===== config.mk =====
export PLATFORM = sky130hd
export DESIGN_NAME = word_unpacker
export DESIGN_NICKNAME = d
export VERILOG_FILES = /design/src/rtl/word_pkg.sv /design/src/rtl/unpack_parity.sv /design/src/rtl/word_unpacker.sv
export SDC_FILE = /design/constraint.sdc
export NUM_CORES = 1
export LEC_CHECK = 0
export ABC_AREA = 1
export CORE_AREA = 2 2 97 99
export DETAILED_ROUTE_END_ITERATION = 10
export DIE_AREA = 0 0 99 101
export PLACE_DENSITY = 0.8
export SETUP_SLACK_MARGIN = 0.02
export SYNTH_ARGS = -nofsm -noshare
export SYNTH_HDL_FRONTEND = slang
export SYNTH_SLANG_ARGS = --single-unit

===== constraint.sdc =====
create_clock -name clock -period 1.85 [get_ports clock]
set_input_delay 0.2775 -clock clock [delete_from_list [all_inputs] [get_ports clock]]
set_output_delay 0.2775 -clock clock [all_outputs]
set_load 0.05 [all_outputs]

===== src/rtl/word_pkg.sv =====
// Shared definitions for the word packer/unpacker pair: default word size,
// the two-state handshake FSM encoding and the half-word even-parity function.
package word_pkg;

  localparam int BYTES_DEF = 8;

  // Widest word the parity helper handles (BYTES up to 32).
  localparam int PAR_MAX_W = 256;

  typedef enum logic {
    IDLE = 1'b0,
    SEND = 1'b1
  } state_t;

  // Even parity of one half of a word; the word is zero-extended to PAR_MAX_W.
  function automatic logic half_parity(input logic [PAR_MAX_W-1:0] w,
                                       input int unsigned         half_bits,
                                       input logic                upper);
    logic [PAR_MAX_W-1:0] s;
    logic [PAR_MAX_W-1:0] mask;
    s    = upper ? (w >> half_bits) : w;
    mask = {PAR_MAX_W{1'b1}} >> (PAR_MAX_W - half_bits);
    return ^(s & mask);
  endfunction

endpackage


===== src/rtl/unpack_parity.sv =====
// Combinational check of both half-word parity bits against a packed word.
module unpack_parity
  import word_pkg::*;
#(
  parameter int BYTES = BYTES_DEF
) (
  input  logic [8*BYTES-1:0] word,
  input  logic               check1,
  input  logic               check2,
  output logic               mismatch
);

  localparam int unsigned HALF_W = 4 * BYTES;

  logic [PAR_MAX_W-1:0] word_ext;
  logic                 p1;
  logic                 p2;

  assign word_ext = PAR_MAX_W'(word);
  assign p1       = half_parity(word_ext, HALF_W, 1'b0);
  assign p2       = half_parity(word_ext, HALF_W, 1'b1);
  assign mismatch = (p1 != check1) || (p2 != check2);

endmodule


===== src/rtl/word_unpacker.sv =====
// Accepts a parity-checked packed word and streams it out LSB byte first.
// Build option UNPACK_ERR_DROP_EN: words failing the check are counted but discarded.
module word_unpacker
  import word_pkg::*;
#(
  parameter int BYTES     = BYTES_DEF,
  parameter int ERR_CNT_W = 8
) (
  input  logic                 clock,
  input  logic                 clear_n,
  input  logic [8*BYTES-1:0]   wordIn,
  input  logic                 check1In,
  input  logic                 check2In,
  input  logic                 wordValid,
  output logic                 wordReady,
  output logic [7:0]           dataOut,
  output logic                 dataValid,
  input  logic                 dataReady,
  input  logic                 clearErr,
  output logic                 parityError,
  output logic [ERR_CNT_W-1:0] errCount
);

  localparam int W     = 8 * BYTES;
  localparam int IDX_W = (BYTES > 1) ? $clog2(BYTES) : 1;
  localparam logic [IDX_W-1:0] LAST_IDX = IDX_W'(BYTES - 1);

  function automatic logic [ERR_CNT_W-1:0] sat_inc(input logic [ERR_CNT_W-1:0] v);
    return (&v) ? v : v + 1'b1;
  endfunction

  state_t               state;
  state_t               state_nxt;
  logic [W-1:0]         data_p1;
  logic                 vld_p1;
  logic                 rdy_q;
  logic [IDX_W-1:0]     idx;
  logic                 mismatch;
  logic                 accept;
  logic                 byte_done;
  logic                 load;
  logic                 err_hit;
  logic                 perr_q;
  logic [ERR_CNT_W-1:0] err_cnt_q;

  unpack_parity #(
    .BYTES (BYTES)
  ) u_parity (
    .word     (wordIn),
    .check1   (check1In),
    .check2   (check2In),
    .mismatch (mismatch)
  );

  assign accept    = wordValid && rdy_q;
  assign byte_done = vld_p1 && dataReady;
  assign err_hit   = accept && mismatch;

  always_comb begin
    state_nxt = state;
    load      = 1'b0;
    case (state)
      IDLE: begin
        if (accept) begin
`ifdef UNPACK_ERR_DROP_EN
          if (!mismatch) begin
            state_nxt = SEND;
            load      = 1'b1;
          end
`else
          state_nxt = SEND;
          load      = 1'b1;
`endif
        end
      end
      SEND: begin
        if (byte_done && (idx == LAST_IDX)) begin
          state_nxt = IDLE;
        end
      end
      default: state_nxt = IDLE;
    endcase
  end

  // Stage p1: control registers; ready/valid are flopped so neither has a
  // combinational path from the handshake inputs.
  always_ff @(posedge clock or negedge clear_n) begin
    if (!clear_n) begin
      state  <= IDLE;
      rdy_q  <= 1'b1;
      vld_p1 <= 1'b0;
      idx    <= '0;
    end else begin
      state  <= state_nxt;
      rdy_q  <= (state_nxt == IDLE);
      vld_p1 <= (state_nxt == SEND);
      if (load) begin
        idx <= '0;
      end else if (byte_done) begin
        idx <= idx + 1'b1;
      end
    end
  end

  // Stage p1: byte shift register; zero fill leaves dataOut at 0 once drained.
  always_ff @(posedge clock or negedge clear_n) begin
    if (!clear_n) begin
      data_p1 <= '0;
    end else if (load) begin
      data_p1 <= wordIn;
    end else if (byte_done) begin
      data_p1 <= data_p1 >> 8;
    end
  end

  // A clear coinciding with a failing word keeps the new error.
  always_ff @(posedge clock or negedge clear_n) begin
    if (!clear_n) begin
      perr_q    <= 1'b0;
      err_cnt_q <= '0;
    end else if (clearErr) begin
      perr_q    <= err_hit;
      err_cnt_q <= err_hit ? ERR_CNT_W'(1) : '0;
    end else if (err_hit) begin
      perr_q    <= 1'b1;
      err_cnt_q <= sat_inc(err_cnt_q);
    end
  end

  assign wordReady   = rdy_q;
  assign dataValid   = vld_p1;
  assign dataOut     = data_p1[7:0];
  assign parityError = perr_q;
  assign errCount    = err_cnt_q;

endmodule


# Word level (Yosys, flattened, before mapping)

Cells that the tools add are included.

Input port bits: 71
Register bits after elaboration: 78
Output and inout bits: 19
Word-level logic and storage cells: 39

Muxes and demuxes: 14
Reduce and logical (&&, ||, !) cells: 11
Eq/ne operators: 4
Add/sub/neg operators: 2
Bitwise logic cells: 2

Operators with widths:

| kind                                                           | number |
|---|---|
| 256-bit XOR reduction                                          | 2 |
| 64-bit two-way mux                                             | 2 |
| 8-bit two-way mux                                              | 3 |
| 8-bit by 1-bit adder with 8-bit output (second input constant) | 1 |
| 8-bit AND reduction                                            | 1 |
| 1-bit two-way mux                                              | 6 |
| 3-bit two-way mux                                              | 2 |
| 1-bit logical AND                                              | 4 |
| 2-bit nonzero test                                             | 2 |
| 3-bit by 1-bit adder with 3-bit output (second input constant) | 1 |
| 3-bit == test (second input constant)                          | 1 |
| 1-bit inequality test                                          | 2 |
| 2-bit inequality test (second input constant)                  | 1 |
| 1-bit NOT                                                      | 2 |
| 1-bit case mux with 2 select lines                             | 1 |
| 2-bit AND reduction                                            | 1 |
| 1-bit logical OR                                               | 1 |

# Longest topological paths before layout

Depth after elaboration: 6
Depth in mapped cells: 20
Mapped depth without buffers: 20

# Modules after synthesis

Synthesis repeated with hierarchy kept, for this count alone.

Cell total of the unflattened synthesis: 691
Area total of the unflattened synthesis: 4916.0 µm²

Modules (own cells, without submodules):

| module        | area an instance (µm²) | times used | cells each |
|---|---|---|---|
| word_unpacker | 3651.0                 | 1          | 411 |
| unpack_parity | 1265.0                 | 1          | 280 |

# Worst setup path after synthesis

No wires, ideal clock.

Kind: register to register
Start point: reg err_cnt_q[0], in the netlist errCount[0]
End point: reg err_cnt_q[5], in the netlist errCount[5]
Path slack: -84 ps
Setup time: 119 ps
Clock period less this slack: 1934 ps
Data arrival time: 1815 ps
Required time: 1731 ps
Cell stages (with the launch flop): 12
Cells stage by stage: dfrtp_1 ha_1 nand2_1 nor2_1 inv_1 nor2_1 and3_1 nand2_1 nand3_4 nand2_4 nand2_1 nand2_1

Cells in the longest elaborated chain, start to end: 4
Elaborated cells on any way between the ends: 7
Those cells by class: add/sub (1); eq/ne (1); mux (3); reduce/logical (2)

Ends and longest elaborated chain:

| element                                | line                 | source |
|---|---|---|
| start, declared                        | word_unpacker.sv:44  | `logic [ERR_CNT_W-1:0] err_cnt_q;` |
| start signal, assigned                 | word_unpacker.sv:123 | `err_cnt_q <= err_hit ? ERR_CNT_W'(1) : '0;` |
| start signal, assigned                 | word_unpacker.sv:126 | `err_cnt_q <= sat_inc(err_cnt_q);` |
| 8-bit by 1-bit adder with 8-bit output | word_unpacker.sv:29  | `return (&v) ? v : v + 1'b1;` |
| 8-bit two-way mux                      | word_unpacker.sv:29  |  |
| 8-bit two-way mux                      | word_unpacker.sv:124 | `end else if (err_hit) begin` |
| 8-bit two-way mux                      | word_unpacker.sv:121 | `end else if (clearErr) begin` |

Parallel ways exist; a longest one is shown, timed or not. The select of a mux whose other input is x is not followed.
A chain may end at the register's enable or synchronous reset.

# Worst setup path after layout

Start point: reg data_p1[5]
End point: out dataOut[5]

RTL lines:

| element                | line                 | source |
|---|---|---|
| start, declared        | word_unpacker.sv:34  | `logic [W-1:0] data_p1;` |
| start signal, assigned | word_unpacker.sv:110 | `data_p1 <= wordIn;` |
| start signal, assigned | word_unpacker.sv:112 | `data_p1 <= data_p1 >> 8;` |
| end, declared          | word_unpacker.sv:16  | `output logic [7:0] dataOut,` |

No word-level cell between the ends.

==> impl_metrics.py <==
metrics = {
    "worst_setup_path": {
        "critical_path.cell_chain": "clkdlybuf4s50_1",
        "critical_path.endpoint_type": "primary output",
        "worstSetupStartpointType": "register",
        "cp_slowest_stage_delay_ns": 0.80,
        "timing.setup.critical_path_class": "reg2out",
        "worst_ep_required_time_ns": 1.57,
        "reg2regPathDepth": 11,
        "timing.reg2reg.setup_slack_ns": 0.15,
        "critical_path.max_fanout": 2,
        "path_buf_inv": 1,
        "critical-path-slowest-cell": "sky130_fd_sc_hd__clkdlybuf4s50_1",
        "worstReg2RegEnd": "errCount[2]",
        "arrival_time_reported_for_the_critical_path_endpoint_ns": 1.50,
        "reg2reg_from": "errCount[0]",
        "kind_of_cell_adding_the_most_delay_to_the_critical_path": "buffers and inverters",
    },
    "hold_path": {
        "hold_path_class": "in2reg",
        "holdPathStages": 3,
        "worst_hold_path.endpoint": "data_p1[2]",
        "worst_hold_startpoint": "wordIn[2]",
    },
    "route": {
        "drt_pre_antenna_iters": 5,
        "drtAntennaViolNets": 0,
        "drt-vias-per-instance": 5.38,
        "dr_total_vias": 4543,
        "drt_first_iter_violations": 236,
        "detail_route.drc_violations": 0,
        "detail_route.wirelength_mm": 12.0,
        "avgRoutedWirePerCell_um": 14.2,
    },
    "place": {
        "place.detailed.hpwl_mm": 8.40,
        "place_worst_setup_slack_ns": -0.484,
        "io_buffer_count": 89,
        "gp_congestion": 0.877,
        "place.detailed.instances": 825,
    },
    "die": {
        "die_area_mm2": 0.0100,
        "chipHeight_um": 101,
        "rows": 35,
        "boundaryPins": 90,
        "fp.dieW_um": 99,
        "core_area_mm2": 0.00898,
        "start_util": 0.521,
    },
    "sta": {
        "hold_viol": 0,
        "fin_worst_hold_slack_ns": 0.212,
        "setup_ws_ns": 0.0677,
        "final_max_slew_viol_count": 0,
        "timing.final.setup_violations": 0,
        "worst_clock_skew_ns": 0.0118,
        "final_min_period_ns": 1.78,
        "finalSetupTns_ns": 0,
        "tightest_slew_ns": 0.513,
        "slew_headroom": 0.658,
        "fmax_ghz": 0.561,
        "layout_worst_path_cycle_share": 0.963,
    },
    "logic_synthesis": {
        "post_synth_instance_area_mm2": 0.00467,
        "synth-edff-count": 0,
        "synth_nets": 689,
        "async_sr_flop_fraction": 1.00,
        "yosysMostFrequentCell": "sky130_fd_sc_hd__nand2_1",
        "synth.largest_area_cell": "sky130_fd_sc_hd__dfrtp_1",
        "yosys.area.top_type_share": 0.412,
        "synth_ff_type": "sky130_fd_sc_hd__dfrtp_1",
        "synth-seq-area-share": 0.418,
        "yosys-top-cells-count": "sky130_fd_sc_hd__nand2_1 (201), sky130_fd_sc_hd__dfrtp_1 (77), sky130_fd_sc_hd__inv_1 (66), sky130_fd_sc_hd__nand3_1 (66), sky130_fd_sc_hd__a22oi_1 (35)",
        "syn-instance-count": 615,
        "postSynthRegisterBits": 78,
        "yosysWarnings": 0,
        "synthTopCellsByArea": "sky130_fd_sc_hd__dfrtp_1 (41%), sky130_fd_sc_hd__nand2_1 (16%), sky130_fd_sc_hd__nand3_1 (7.1%)",
        "synth_area_per_cell_um2": 7.60,
        "synth.lib_cells_used.distinct": 29,
    },
    "final_layout": {
        "post_route_cells_drive_above_1_share": 0.222,
        "areaGrowthSynthToFinish_pct": 38.6,
        "final_cells": 845,
        "nNetsFinal": 804,
        "fillerInstances": 654,
        "antenna-diode-count": 0,
        "utilization": 0.721,
    },
    "grt": {
        "vias_in_the_first_global_route": 4317,
        "antenna_found_initial": 0,
        "grt_start_max_net_pins": 39,
        "gr-usage-all-layers": 0.243,
        "grt-ovfl-total": 0,
        "first_pass_grt_wire_length_mm": 19.7,
    },
    "clock_tree": {
        "worst_setup_hold_path_clk_slew_ns": 0.09,
        "clockBufferDepth": 2,
        "clock_latency_ns": 0.35,
        "cts_tree": "built",
        "root_buffer": "sky130_fd_sc_hd__clkbuf_8",
        "cts.sink_count": 78,
        "ctsHtreeMaxLevel": 3,
        "cts-buffers-inserted": 9,
    },
    "power": {
        "vdd_drop_max_uv": 534,
        "p_leak_nw": 3.60,
        "powerDensity_mw_per_mm2": 1020,
    },
    "status": {
        "run_status": "complete, no violations",
    },
    "run": {
        "cap_viol_max_count": 0,
    },
}
## cell type report
| class | count | area, µm² | share of cell area |
|---|---|---|---|
| flip-flops and latches | 78 | 1960 | 0.302 |
| clock buffers | 12 | 155 | 0.0240 |
| multi-input cells | 433 | 2620 | 0.404 |
| inverters | 70 | 263 | 0.0406 |
| well taps | 111 | 139 | 0.0214 |
| clock inverters | 3 | 20.0 | 0.00309 |
| repair buffers | 138 | 1330 | 0.205 |
## routing by layer
metal | vias to the layer above | track usage | wire, µm
li1 | 2221 | - | -
met1 | 2167 | 0.333 | 5180
met2 | 142 | 0.399 | 6000
met3 | 13 | 0.0354 | 697
met4 | 0 | 0.0780 | 135
met5 | - | 0 | 0
## logic make-up after synthesis
family	share of synthesized area
AOI/OAI and AO/OA	0.129
xor gates and xnor gates	0.0819
adders and majority gates	0.00803
buffers and inverters	0.0948
DFF	0.418
and+or+nand+nor	0.269
## layout by cell type (no fill, tap or decap), types with 3 or more instances in the layout
cell and count:
sky130_fd_sc_hd__o221ai_1 9, sky130_fd_sc_hd__dlymetal6s2s_1 38, sky130_fd_sc_hd__clkdlybuf4s50_1 12, sky130_fd_sc_hd__inv_1 63
sky130_fd_sc_hd__xor2_2 5, sky130_fd_sc_hd__a22oi_1 35, sky130_fd_sc_hd__nand2_4 3, sky130_fd_sc_hd__clkbuf_8 11
sky130_fd_sc_hd__dfrtp_1 75, sky130_fd_sc_hd__inv_2 7, sky130_fd_sc_hd__nor2_2 3, sky130_fd_sc_hd__nand3_2 8
sky130_fd_sc_hd__buf_4 50, sky130_fd_sc_hd__ha_1 3, sky130_fd_sc_hd__clkbuf_2 7, sky130_fd_sc_hd__nor2_1 11
sky130_fd_sc_hd__buf_12 3, sky130_fd_sc_hd__xnor2_1 6, sky130_fd_sc_hd__nand2_1 174, sky130_fd_sc_hd__clkdlybuf4s15_1 10
sky130_fd_sc_hd__dlygate4sd2_1 17, sky130_fd_sc_hd__xor2_1 10, sky130_fd_sc_hd__nand2_2 33, sky130_fd_sc_hd__a21oi_1 6
sky130_fd_sc_hd__o21ai_0 24, sky130_fd_sc_hd__xnor2_2 21, sky130_fd_sc_hd__o211ai_1 13, sky130_fd_sc_hd__nand3_1 59
## repair_timing
| item | CTS | global route |
|---|---|---|
| gates cloned | 1 | 0 |
| hold buffers | 1 | 0 |
| setup endpoints to repair | 14 | 12 |
| gates resized for setup | 47 | 118 |
| pin swaps | 15 | 39 |
| endpoints found under the hold margin | 33 | 0 |
| buffers inserted | 0 | 3 |
## per-stage QoR
stage,cell area (µm²),power (mW)
6_report,6470,6.62
5_1_grt,6470,7.07
4_1_cts,6120,6.51
3_5_place_dp,5900,5.34
3_3_place_gp,5900,5.22
2_1_floorplan,4680,4.44
## state kept, by name, indices dropped and copies added (netlist names)
name,cells
idx,3
data_p1,64
errCount,8
parityError,1
wordReady,1
dataValid,1
## worst max-delay path by stage
stage,from,to,depth (start not counted)
global placement,wordIn[7],errCount[6],17
global route,wordIn[8],errCount[5],17
finish,data_p1[5],dataOut[5],1
CTS,wordIn[19],errCount[3],17
detailed placement,wordIn[47],errCount[4],18
floorplan,wordReady,data_p1[0],7
## report_power, final
group	switching, mW	total [mW]	internal (mW)
Combinational	1.80	2.89	1.09
Sequential	0.295	2.57	2.27
Clock	0.615	1.17	0.552
No activity file was read; power rests on OpenSTA's default activity.
